**src/rtl/regfile_scoreboard_pkg.sv**
```systemverilog
// ---------------------------------------------------------------------------
// regfile_scoreboard_pkg
//   Shared configuration for the dual-issue operand-read / hazard stage:
//   register-file geometry, FSM state encoding, the issue-slot record and a
//   helper that evaluates the hazard test for one slot.
// ---------------------------------------------------------------------------
package regfile_scoreboard_pkg;

  localparam int NR_REG = 32;               // architectural registers, r0 == 0
  localparam int WIDTH  = 32;               // register data width
  localparam int AW     = $clog2(NR_REG);   // register address width

  // Issue FSM encoding.
  localparam logic [0:0] PAIR   = 1'b0;     // accepting a fresh pair
  localparam logic [0:0] SECOND = 1'b1;     // slot 1 issued, slot 2 pending

  // One issue slot: two sources, one destination, destination write enable.
  typedef struct packed {
    logic [AW-1:0] rs_a;
    logic [AW-1:0] rs_b;
    logic [AW-1:0] rd;
    logic          wen;
  } issue_slot_t;

  // RAW on either source, or WAW on the destination when the slot writes.
  function automatic logic slot_hazard(issue_slot_t s, logic [NR_REG-1:0] eff_busy);
    return eff_busy[s.rs_a] | eff_busy[s.rs_b] | (s.wen & eff_busy[s.rd]);
  endfunction

endpackage

```
**src/rtl/regfile_bypass_mux.sv**
```systemverilog
// ---------------------------------------------------------------------------
// regfile_bypass_mux
//   Resolves one source operand: r0 reads as zero, otherwise a same-cycle
//   writeback to the source register overrides the register-file read data.
//   Writeback port 2 wins over port 1, matching the file's write order.
//
//   rs        in  source register address
//   rf_data   in  register-file read data for rs
//   wb_*      in  both writeback ports (enable, destination, data)
//   operand   out resolved operand value
// ---------------------------------------------------------------------------
module regfile_bypass_mux
  import regfile_scoreboard_pkg::*;
(
  input  logic [AW-1:0]    rs,
  input  logic [WIDTH-1:0] rf_data,
  input  logic             wb_wen1,
  input  logic [AW-1:0]    wb_rd1,
  input  logic [WIDTH-1:0] wb_data1,
  input  logic             wb_wen2,
  input  logic [AW-1:0]    wb_rd2,
  input  logic [WIDTH-1:0] wb_data2,
  output logic [WIDTH-1:0] operand
);

  always_comb begin
    // NOTE: default assignment first so every path drives operand; without it
    // the if/else chain would infer a latch.
    operand = rf_data;
    if (rs == '0) begin
      operand = '0;
    end else if (wb_wen2 && (wb_rd2 == rs)) begin
      operand = wb_data2;
    end else if (wb_wen1 && (wb_rd1 == rs)) begin
      operand = wb_data1;
    end
  end

endmodule

```
**src/rtl/regfile_scoreboard.sv**
```systemverilog
// ---------------------------------------------------------------------------
// regfile_scoreboard
//   Dual-issue operand-read and hazard stage in front of a 4-read/2-write
//   register file. Drives the file's read addresses, keeps one busy bit per
//   register for pending writes, bypasses same-cycle writeback data, stalls on
//   RAW/WAW hazards and registers up to two ready instructions into a single
//   output stage. An intra-pair dependency splits the pair over two issues.
//
//   clock, reset          clock; synchronous active-low reset
//   flush                 drop busy bits, output stage and half-issued pair
//   in_valid/in_v2        pair present / slot 2 present
//   in_ready              pair consumed this cycle
//   in_rs*/in_rd*/in_wen* slot sources, destinations, write enables
//   rf_rs1..4             read addresses to the register file (= in_rs1..4)
//   rf_rs1data..4data     register-file read data
//   wb_*                  two writeback ports (enable, destination, data)
//   out_valid/out_v1/v2   output stage valid and per-slot valid
//   out_ready             downstream accepts
//   out_op1..4            resolved operands
//   out_rd*/out_wen*      destinations and write enables
// ---------------------------------------------------------------------------
module regfile_scoreboard
  import regfile_scoreboard_pkg::*;
(
  input  logic             clock,
  input  logic             reset,
  input  logic             flush,
  input  logic             in_valid,
  input  logic             in_v2,
  output logic             in_ready,
  input  logic [AW-1:0]    in_rs1,
  input  logic [AW-1:0]    in_rs2,
  input  logic [AW-1:0]    in_rd1,
  input  logic             in_wen1,
  input  logic [AW-1:0]    in_rs3,
  input  logic [AW-1:0]    in_rs4,
  input  logic [AW-1:0]    in_rd2,
  input  logic             in_wen2,
  output logic [AW-1:0]    rf_rs1,
  output logic [AW-1:0]    rf_rs2,
  output logic [AW-1:0]    rf_rs3,
  output logic [AW-1:0]    rf_rs4,
  input  logic [WIDTH-1:0] rf_rs1data,
  input  logic [WIDTH-1:0] rf_rs2data,
  input  logic [WIDTH-1:0] rf_rs3data,
  input  logic [WIDTH-1:0] rf_rs4data,
  input  logic [AW-1:0]    wb_rd1,
  input  logic [AW-1:0]    wb_rd2,
  input  logic             wb_wen1,
  input  logic             wb_wen2,
  input  logic [WIDTH-1:0] wb_data1,
  input  logic [WIDTH-1:0] wb_data2,
  output logic             out_valid,
  output logic             out_v1,
  output logic             out_v2,
  input  logic             out_ready,
  output logic [WIDTH-1:0] out_op1,
  output logic [WIDTH-1:0] out_op2,
  output logic [WIDTH-1:0] out_op3,
  output logic [WIDTH-1:0] out_op4,
  output logic [AW-1:0]    out_rd1,
  output logic [AW-1:0]    out_rd2,
  output logic             out_wen1,
  output logic             out_wen2
);

  logic [0:0]        state, state_nxt;
  logic [NR_REG-1:0] busy, clr, set, eff_busy;
  issue_slot_t       slot1, slot2;
  logic              h1, h2, ip, room, can_act;
  logic              fire_both, fire_first, fire_second;
  logic              issue1, issue2, load;
  logic [WIDTH-1:0]  op1, op2, op3, op4;

  // Read addresses go straight to the register file.
  assign rf_rs1 = in_rs1;
  assign rf_rs2 = in_rs2;
  assign rf_rs3 = in_rs3;
  assign rf_rs4 = in_rs4;

  assign slot1 = '{rs_a: in_rs1, rs_b: in_rs2, rd: in_rd1, wen: in_wen1};
  assign slot2 = '{rs_a: in_rs3, rs_b: in_rs4, rd: in_rd2, wen: in_wen2};

  // Writeback clears; r0 is never tracked so bit 0 stays zero.
  always_comb begin
    clr = '0;
    for (int r = 1; r < NR_REG; r++) begin
      clr[r] = (wb_wen1 && (wb_rd1 == AW'(r))) || (wb_wen2 && (wb_rd2 == AW'(r)));
    end
  end

  // A writeback landing this cycle resolves the hazard; its data is bypassed.
  assign eff_busy = busy & ~clr;

  assign h1 = slot_hazard(slot1, eff_busy);
  assign h2 = slot_hazard(slot2, eff_busy);

  // Slot 2 depends on slot 1's result (RAW) or overwrites it (WAW).
  assign ip = in_v2 & in_wen1 & (in_rd1 != '0) &
              ((in_rs3 == in_rd1) | (in_rs4 == in_rd1) | (in_wen2 & (in_rd2 == in_rd1)));

  assign room    = ~out_valid | out_ready;
  assign can_act = reset & ~flush;

  assign fire_both   = can_act & (state == PAIR) & in_valid & room & ~h1 &
                       (~in_v2 | ~h2) & ~ip;
  assign fire_first  = can_act & (state == PAIR) & in_valid & room & ~h1 & ip;
  // The pair is held upstream; only slot 2 remains to issue.
  assign fire_second = can_act & (state == SECOND) & room & ~h2;

  assign issue1   = fire_both | fire_first;
  assign issue2   = (fire_both & in_v2) | fire_second;
  assign load     = issue1 | issue2;
  assign in_ready = fire_both | fire_second;

  always_comb begin
    set = '0;
    for (int r = 1; r < NR_REG; r++) begin
      set[r] = (issue1 && in_wen1 && (in_rd1 == AW'(r))) ||
               (issue2 && in_wen2 && (in_rd2 == AW'(r)));
    end
  end

  always_comb begin
    state_nxt = state;
    if (fire_first) begin
      state_nxt = SECOND;
    end else if (fire_second) begin
      state_nxt = PAIR;
    end
  end

  regfile_bypass_mux u_mux1 (
    .rs(in_rs1), .rf_data(rf_rs1data),
    .wb_wen1(wb_wen1), .wb_rd1(wb_rd1), .wb_data1(wb_data1),
    .wb_wen2(wb_wen2), .wb_rd2(wb_rd2), .wb_data2(wb_data2),
    .operand(op1)
  );

  regfile_bypass_mux u_mux2 (
    .rs(in_rs2), .rf_data(rf_rs2data),
    .wb_wen1(wb_wen1), .wb_rd1(wb_rd1), .wb_data1(wb_data1),
    .wb_wen2(wb_wen2), .wb_rd2(wb_rd2), .wb_data2(wb_data2),
    .operand(op2)
  );

  regfile_bypass_mux u_mux3 (
    .rs(in_rs3), .rf_data(rf_rs3data),
    .wb_wen1(wb_wen1), .wb_rd1(wb_rd1), .wb_data1(wb_data1),
    .wb_wen2(wb_wen2), .wb_rd2(wb_rd2), .wb_data2(wb_data2),
    .operand(op3)
  );

  regfile_bypass_mux u_mux4 (
    .rs(in_rs4), .rf_data(rf_rs4data),
    .wb_wen1(wb_wen1), .wb_rd1(wb_rd1), .wb_data1(wb_data1),
    .wb_wen2(wb_wen2), .wb_rd2(wb_rd2), .wb_data2(wb_data2),
    .operand(op4)
  );

  // NOTE: sequential state uses non-blocking assignments so every register
  // samples the pre-edge values, independent of statement order.
  always_ff @(posedge clock) begin
    if (!reset) begin
      // NOTE: the operand/destination registers are reset as well because
      // their reset value is visible on the output ports.
      busy      <= '0;
      state     <= PAIR;
      out_valid <= 1'b0;
      out_v1    <= 1'b0;
      out_v2    <= 1'b0;
      out_op1   <= '0;
      out_op2   <= '0;
      out_op3   <= '0;
      out_op4   <= '0;
      out_rd1   <= '0;
      out_rd2   <= '0;
      out_wen1  <= 1'b0;
      out_wen2  <= 1'b0;
    end else if (flush) begin
      busy      <= '0;
      state     <= PAIR;
      out_valid <= 1'b0;
      out_v1    <= 1'b0;
      out_v2    <= 1'b0;
    end else begin
      // Set wins over a same-cycle clear of the same register.
      busy  <= (busy & ~clr) | set;
      state <= state_nxt;
      if (load) begin
        out_valid <= 1'b1;
        out_v1    <= issue1;
        out_v2    <= issue2;
        out_op1   <= op1;
        out_op2   <= op2;
        out_op3   <= op3;
        out_op4   <= op4;
        out_rd1   <= in_rd1;
        out_rd2   <= in_rd2;
        // A slot that did not issue must not look like a write downstream.
        out_wen1  <= in_wen1 & issue1;
        out_wen2  <= in_wen2 & issue2;
      end else if (out_ready) begin
        out_valid <= 1'b0;
        out_v1    <= 1'b0;
        out_v2    <= 1'b0;
      end
    end
  end

endmodule
```
**config.mk**
```make
export PLATFORM = sky130hd
export DESIGN_NAME = regfile_scoreboard
export DESIGN_NICKNAME = d
export VERILOG_FILES = /design/src/rtl/regfile_scoreboard_pkg.sv /design/src/rtl/regfile_bypass_mux.sv /design/src/rtl/regfile_scoreboard.sv
export SDC_FILE = /design/constraint.sdc
export NUM_CORES = 1
export LEC_CHECK = 0
export CAP_MARGIN = 20
export CORE_MARGIN = 5
export CORE_UTILIZATION = 30
export CTS_BUF_LIST = sky130_fd_sc_hd__clkbuf_2 sky130_fd_sc_hd__clkbuf_4 sky130_fd_sc_hd__clkbuf_8
export CTS_CLUSTER_SIZE = 14
export DETAILED_ROUTE_END_ITERATION = 10
export PLACE_DENSITY = 0.62
export SKIP_CTS_REPAIR_TIMING = 1
export SLEW_MARGIN = 20
export SYNTH_ARGS = -nofsm -noshare
export SYNTH_HDL_FRONTEND = slang
export SYNTH_HIERARCHICAL = 1
export SYNTH_SLANG_ARGS = --single-unit
```
**constraint.sdc**
```tcl
create_clock -name clock -period 8.2 [get_ports clock]
set_input_delay 1.64 -clock clock [delete_from_list [all_inputs] [get_ports clock]]
set_output_delay 1.64 -clock clock [all_outputs]
set_load 0.1 [all_outputs]
```
==> results list <==
* Result of the run: complete, no violations
- The first TritonRoute pass finished after 6 iterations.
* Placeable Area: 51200 um2
- Standard-cell rows: 83
- Setup slack of the most critical reg-to-reg path: 4.46 ns
- In the synthesized netlist the dominant register cell turns out to be sky130_fd_sc_hd__dfxtp_1.
- Deepest clock path buffer count: 2
* PwrDens: between 100 and 150 nW/um2
- Worst-Skew Late Latency: ~0.57 ns
* Starting Density: a little under a third
- The share of total power dissipated in combinational logic is between 40% and 50%.
* Sink count of the clock tree: about 180
* Synthesized netlist net count: between 2000 and 2500
- Leading cell types in the layout, fill and taps excluded: sky130_fd_sc_hd__clkdlybuf4s50_1, sky130_fd_sc_hd__nand2_1, sky130_fd_sc_hd__dfxtp_1
* Final estimated routing congestion in global placement: slightly below 1
- The analysis attributes to net switching a power of 0.001141 W.
* DR iter-0 viols: 2377
* R2r startpoint: busy[19]$_SDFF_PP0_
- Post-route DRC violation count: 0
- Pin count of the biggest net entering global routing: between 90 and 100
- Height of the die: ~240 um
* Number of distinct standard cells referenced by the synthesized netlist: between 80 and 90
- CP Cell Sequence: clkdlybuf4s50_1, nand4b_1, o221ai_1, buf_4, o22ai_1, o41ai_1, nor4_1, a31o_1, or4_1, nand2b_1, a21oi_1, buf_12
- Final number of setup-violating endpoints: 0
- Largest stage delay on the critical path: about 0.9 ns
- In the global route stage, met1 resource usage came out at approximately 39%.
- Most frequent standard cell in the layout excluding fill and tap cells: sky130_fd_sc_hd__clkdlybuf4s50_1
- Met2 track demand over resource in global routing: 48.66%
- The tree is rooted in a sky130_fd_sc_hd__clkbuf_8.
- Fraction of layout instances using a drive strength above 1: 8.701%
- Delay-heaviest family, CP: compound AO/OA/AOI/OAI gates
* Register bit total from synthesis: 175
- Clock tree from TritonCTS: done
* Total negative slack for setup checks: 0 ns
- In this run, CTS created clock tree buffers numbering 17.
- Number of maximum-capacitance violations: 0
- Busiest grt layer: met2
- Slowest-stage cell, CP: sky130_fd_sc_hd__clkdlybuf4s50_1
* Count of port buffers added during placement: between 400 and 500
- Static Leakage: approximately 7.6 nW
- In this run, the clock network consumes approximately a quarter of the power.
- After detailed routing, the number of vias per cell comes to just over 6.
* HPWL after DPL: around 68000 um
- For hold timing, the worst endpoint is out_op3[4]$_SDFFE_PN0P_.
- Number of buffers and inverters on the critical path: 3
* Sequential share of power: 34.2%
- In the global route stage, met3 resource usage came out at about 8.5%.
- Total vias in the final route: roughly 19000
- Number of cells on the worst hold path: 2
- After synthesis, the share of flip-flops with an asynchronous set or reset is 0%.
* Peak VDD IR: 0.09063 mV
- Number of synthesis warnings: 6
- Critical register-to-register path endpoint: busy[6]$_SDFF_PP0_
- Synthesis handed over a netlist of between 2000 and 2500 instances.
* Net switching fraction of the power: between 40% and 50%
* Total Power: approximately 0.0026 W
- Global-route congestion overflow total: 0
- Critical path launch point type: input port
- Per-cell routed wire length: 30.14 um
- The count of endpoints failing hold in the final timing report was 0.
* Final clock period utilization by the worst path: between 90% and 100%
- WP data arrival: between 5 and 6 ns
- For the worst flop-to-flop path, the logic depth is 10.
- After layout, the minimum clock period comes to about 7.6 ns.
* Combined global-route utilization of all metal layers: a little under a third
* Worst endpoint required time: approximately 6.6 ns
- The number of antenna violations at the first check in global routing came to 15.
- Overall routed net length: approximately 91000 um
- Path class of the lowest-slack min-delay path: reg2reg
- The layout has ~5300 filler cells.
- Along the worst path, the maximum fanout reaches 14.
- Maximum clock skew at final layout: ~0.015 ns
- Die W: approximately 240 um
- A synthesized cell averages approximately 7.5 um2.
* Launch point of the worst hold path: out_op3[4]$_SDFFE_PN0P_
* Area added between synthesis and finish: 31.78%
- Wire length of the first global-routing pass: between 100000 and 150000 um
* Die footprint: 56180 um2
* Vias in the first global route: 17954
- Number of H-tree levels: 4
- Post-route core utilization: between 30 and 40%
- ANT nets after route: 0
* Number of enable flip-flop cells after synthesis: 0
- Max-Slew Margin vs Limit: a little over a fifth
* Cell-internal power: 0.001486 W
- Final slew viol count: 0
* F_max: between 100 and 150 MHz
- Syn Std Cell Area: 15460 um2
* Clock transition at the register clock pins on the worst setup and hold paths after CTS: around 0.10 ns
- Top-level port count: 406
- After synthesis, flip-flops and latches occupy 22.66% of the total area.
- The critical path is of the in2out type.
* Kind of capture point of the worst setup path: output pin
* Measured slew at the worst slew-check pin: approximately 1.2 ns
- Setup repair after global routing left no endpoint under its margin.
- Path length in cells of the critical path: 12
- Final #Nets: 2563
sequential cells by signal, indices dropped and copies added, names as in the netlist, 5 cells and up:
| signal | count |
|---|---|
| out_rd2 | 5 |
| out_op2 | 32 |
| out_rd1 | 5 |
| busy | 31 |
| out_op1 | 32 |
| out_op3 | 32 |
| out_op4 | 32 |
layout make-up:
type | count | area, um2 | area share (%)
Antenna cell | 12 | 30.03 | 0.1474
Clock buffer | 18 | 241.5 | 1.185
Clock inverter | 13 | 157.7 | 0.7738
Inverter | 147 | 551.8 | 2.708
Multi-Input combinational cell | 1499 | 10360 | 50.86
Sequential cell | 175 | 3503 | 17.19
Tap cell | 680 | 850.8 | 4.176
Timing Repair Buffer | 481 | 4677 | 22.96
per-stage QoR:
step,instance area (um2),hold slack (ns),worst slack [ns],cells
2_1_floorplan,15460,0.4537,0.9073,2057
6_report,20370,0.4622,0.5896,3025
5_1_grt,20370,0.4801,0.4255,3022
3_3_place_gp,19920,0.4438,0.6699,2981
3_5_place_dp,19920,0.4506,0.7144,2981
4_1_cts,20320,0.4651,0.6732,3012
worst max path at each step:
stage          slack [ns]  startpoint  endpoint
6_report             0.59   wb_rd2[4]  in_ready
5_1_grt              0.43   wb_rd2[3]  in_ready
4_1_cts              0.67   wb_rd2[3]  in_ready
3_5_place_dp         0.71   wb_rd2[3]  in_ready
3_3_place_gp         0.67   wb_rd2[3]  in_ready
2_1_floorplan        0.91   wb_rd2[3]  in_ready
logic make-up after synthesis:
logic type | synth area share [%]
flip-flops | 22.66
XOR/XNOR | 3.763
AO/OA/AOI/OAI | 28.43
buffers and inverters | 10.93
AND/OR/NAND/NOR | 23.77
multiplexers | 10.45
power by group through the flow:
stage          Combinational (W)  Clock [W]  Sequential [W]
2_1_floorplan           0.000424          0         0.00113
3_3_place_gp             0.00104          0        0.000918
3_5_place_dp             0.00104          0        0.000919
4_1_cts                  0.00105   0.000685        0.000900
5_1_grt                  0.00110   0.000709        0.000903
6_report                 0.00107   0.000661        0.000900
per-layer routing:
| metal | vias to the layer above | share of wire [%] |
|---|---|---|
| li1 | 8183 | - |
| met1 | 8998 | 40 |
| met2 | 1234 | 45 |
| met3 | 207 | 10 |
| met4 | 4 | 5.2 |
| met5 | - | 0.026 |
cell usage after synthesis (6+ instances only):
master | n | area share, %
sky130_fd_sc_hd__a211oi_1 | 77 | 3.7
sky130_fd_sc_hd__a21oi_1 | 15 | 0.49
sky130_fd_sc_hd__a221o_1 | 29 | 1.9
sky130_fd_sc_hd__a311oi_1 | 19 | 1.1
sky130_fd_sc_hd__a311oi_2 | 40 | 3.9
sky130_fd_sc_hd__a31oi_1 | 9 | 0.36
sky130_fd_sc_hd__and2_1 | 8 | 0.32
sky130_fd_sc_hd__and3_1 | 7 | 0.28
sky130_fd_sc_hd__buf_1 | 11 | 0.27
sky130_fd_sc_hd__buf_2 | 43 | 1.4
sky130_fd_sc_hd__buf_4 | 21 | 1.0
sky130_fd_sc_hd__buf_6 | 16 | 1.2
sky130_fd_sc_hd__clkbuf_1 | 145 | 3.5
sky130_fd_sc_hd__dfxtp_1 | 175 | 23
sky130_fd_sc_hd__inv_1 | 146 | 3.5
sky130_fd_sc_hd__mux2i_1 | 149 | 9.6
sky130_fd_sc_hd__nand2_1 | 189 | 4.6
sky130_fd_sc_hd__nand2b_1 | 24 | 0.97
sky130_fd_sc_hd__nand3_1 | 96 | 3.1
sky130_fd_sc_hd__nand3b_1 | 7 | 0.34
sky130_fd_sc_hd__nand4_1 | 76 | 3.1
sky130_fd_sc_hd__nand4b_1 | 9 | 0.51
sky130_fd_sc_hd__nand4bb_1 | 6 | 0.44
sky130_fd_sc_hd__nor2_1 | 86 | 2.1
sky130_fd_sc_hd__nor2b_1 | 14 | 0.57
sky130_fd_sc_hd__nor3_1 | 159 | 5.1
sky130_fd_sc_hd__nor4_1 | 8 | 0.32
sky130_fd_sc_hd__o2111ai_1 | 7 | 0.40
sky130_fd_sc_hd__o211ai_1 | 6 | 0.29
sky130_fd_sc_hd__o21a_1 | 6 | 0.29
sky130_fd_sc_hd__o21ai_0 | 154 | 5.0
sky130_fd_sc_hd__o221ai_1 | 25 | 1.4
sky130_fd_sc_hd__o22a_1 | 76 | 4.3
sky130_fd_sc_hd__o22ai_1 | 23 | 0.93
sky130_fd_sc_hd__or2_2 | 6 | 0.24
sky130_fd_sc_hd__or4_1 | 8 | 0.39
sky130_fd_sc_hd__xnor2_1 | 43 | 2.4
sky130_fd_sc_hd__xor2_1 | 16 | 0.91
worst register-to-register path, cell delays in order, from the launching register on:
cell                        delay (ns)
sky130_fd_sc_hd__dfxtp_1          0.40
sky130_fd_sc_hd__mux2i_1          0.17
sky130_fd_sc_hd__nand2_1          0.08
sky130_fd_sc_hd__o2111a_1         0.16
sky130_fd_sc_hd__a311o_1          0.34
sky130_fd_sc_hd__o2111ai_1        0.13
sky130_fd_sc_hd__o2111ai_1        0.30
sky130_fd_sc_hd__or4_1            0.68
sky130_fd_sc_hd__buf_4            0.23
sky130_fd_sc_hd__nor3_2           0.88
sky130_fd_sc_hd__a221o_1          0.33
Note: power is estimated with default switching activity, not from simulation.
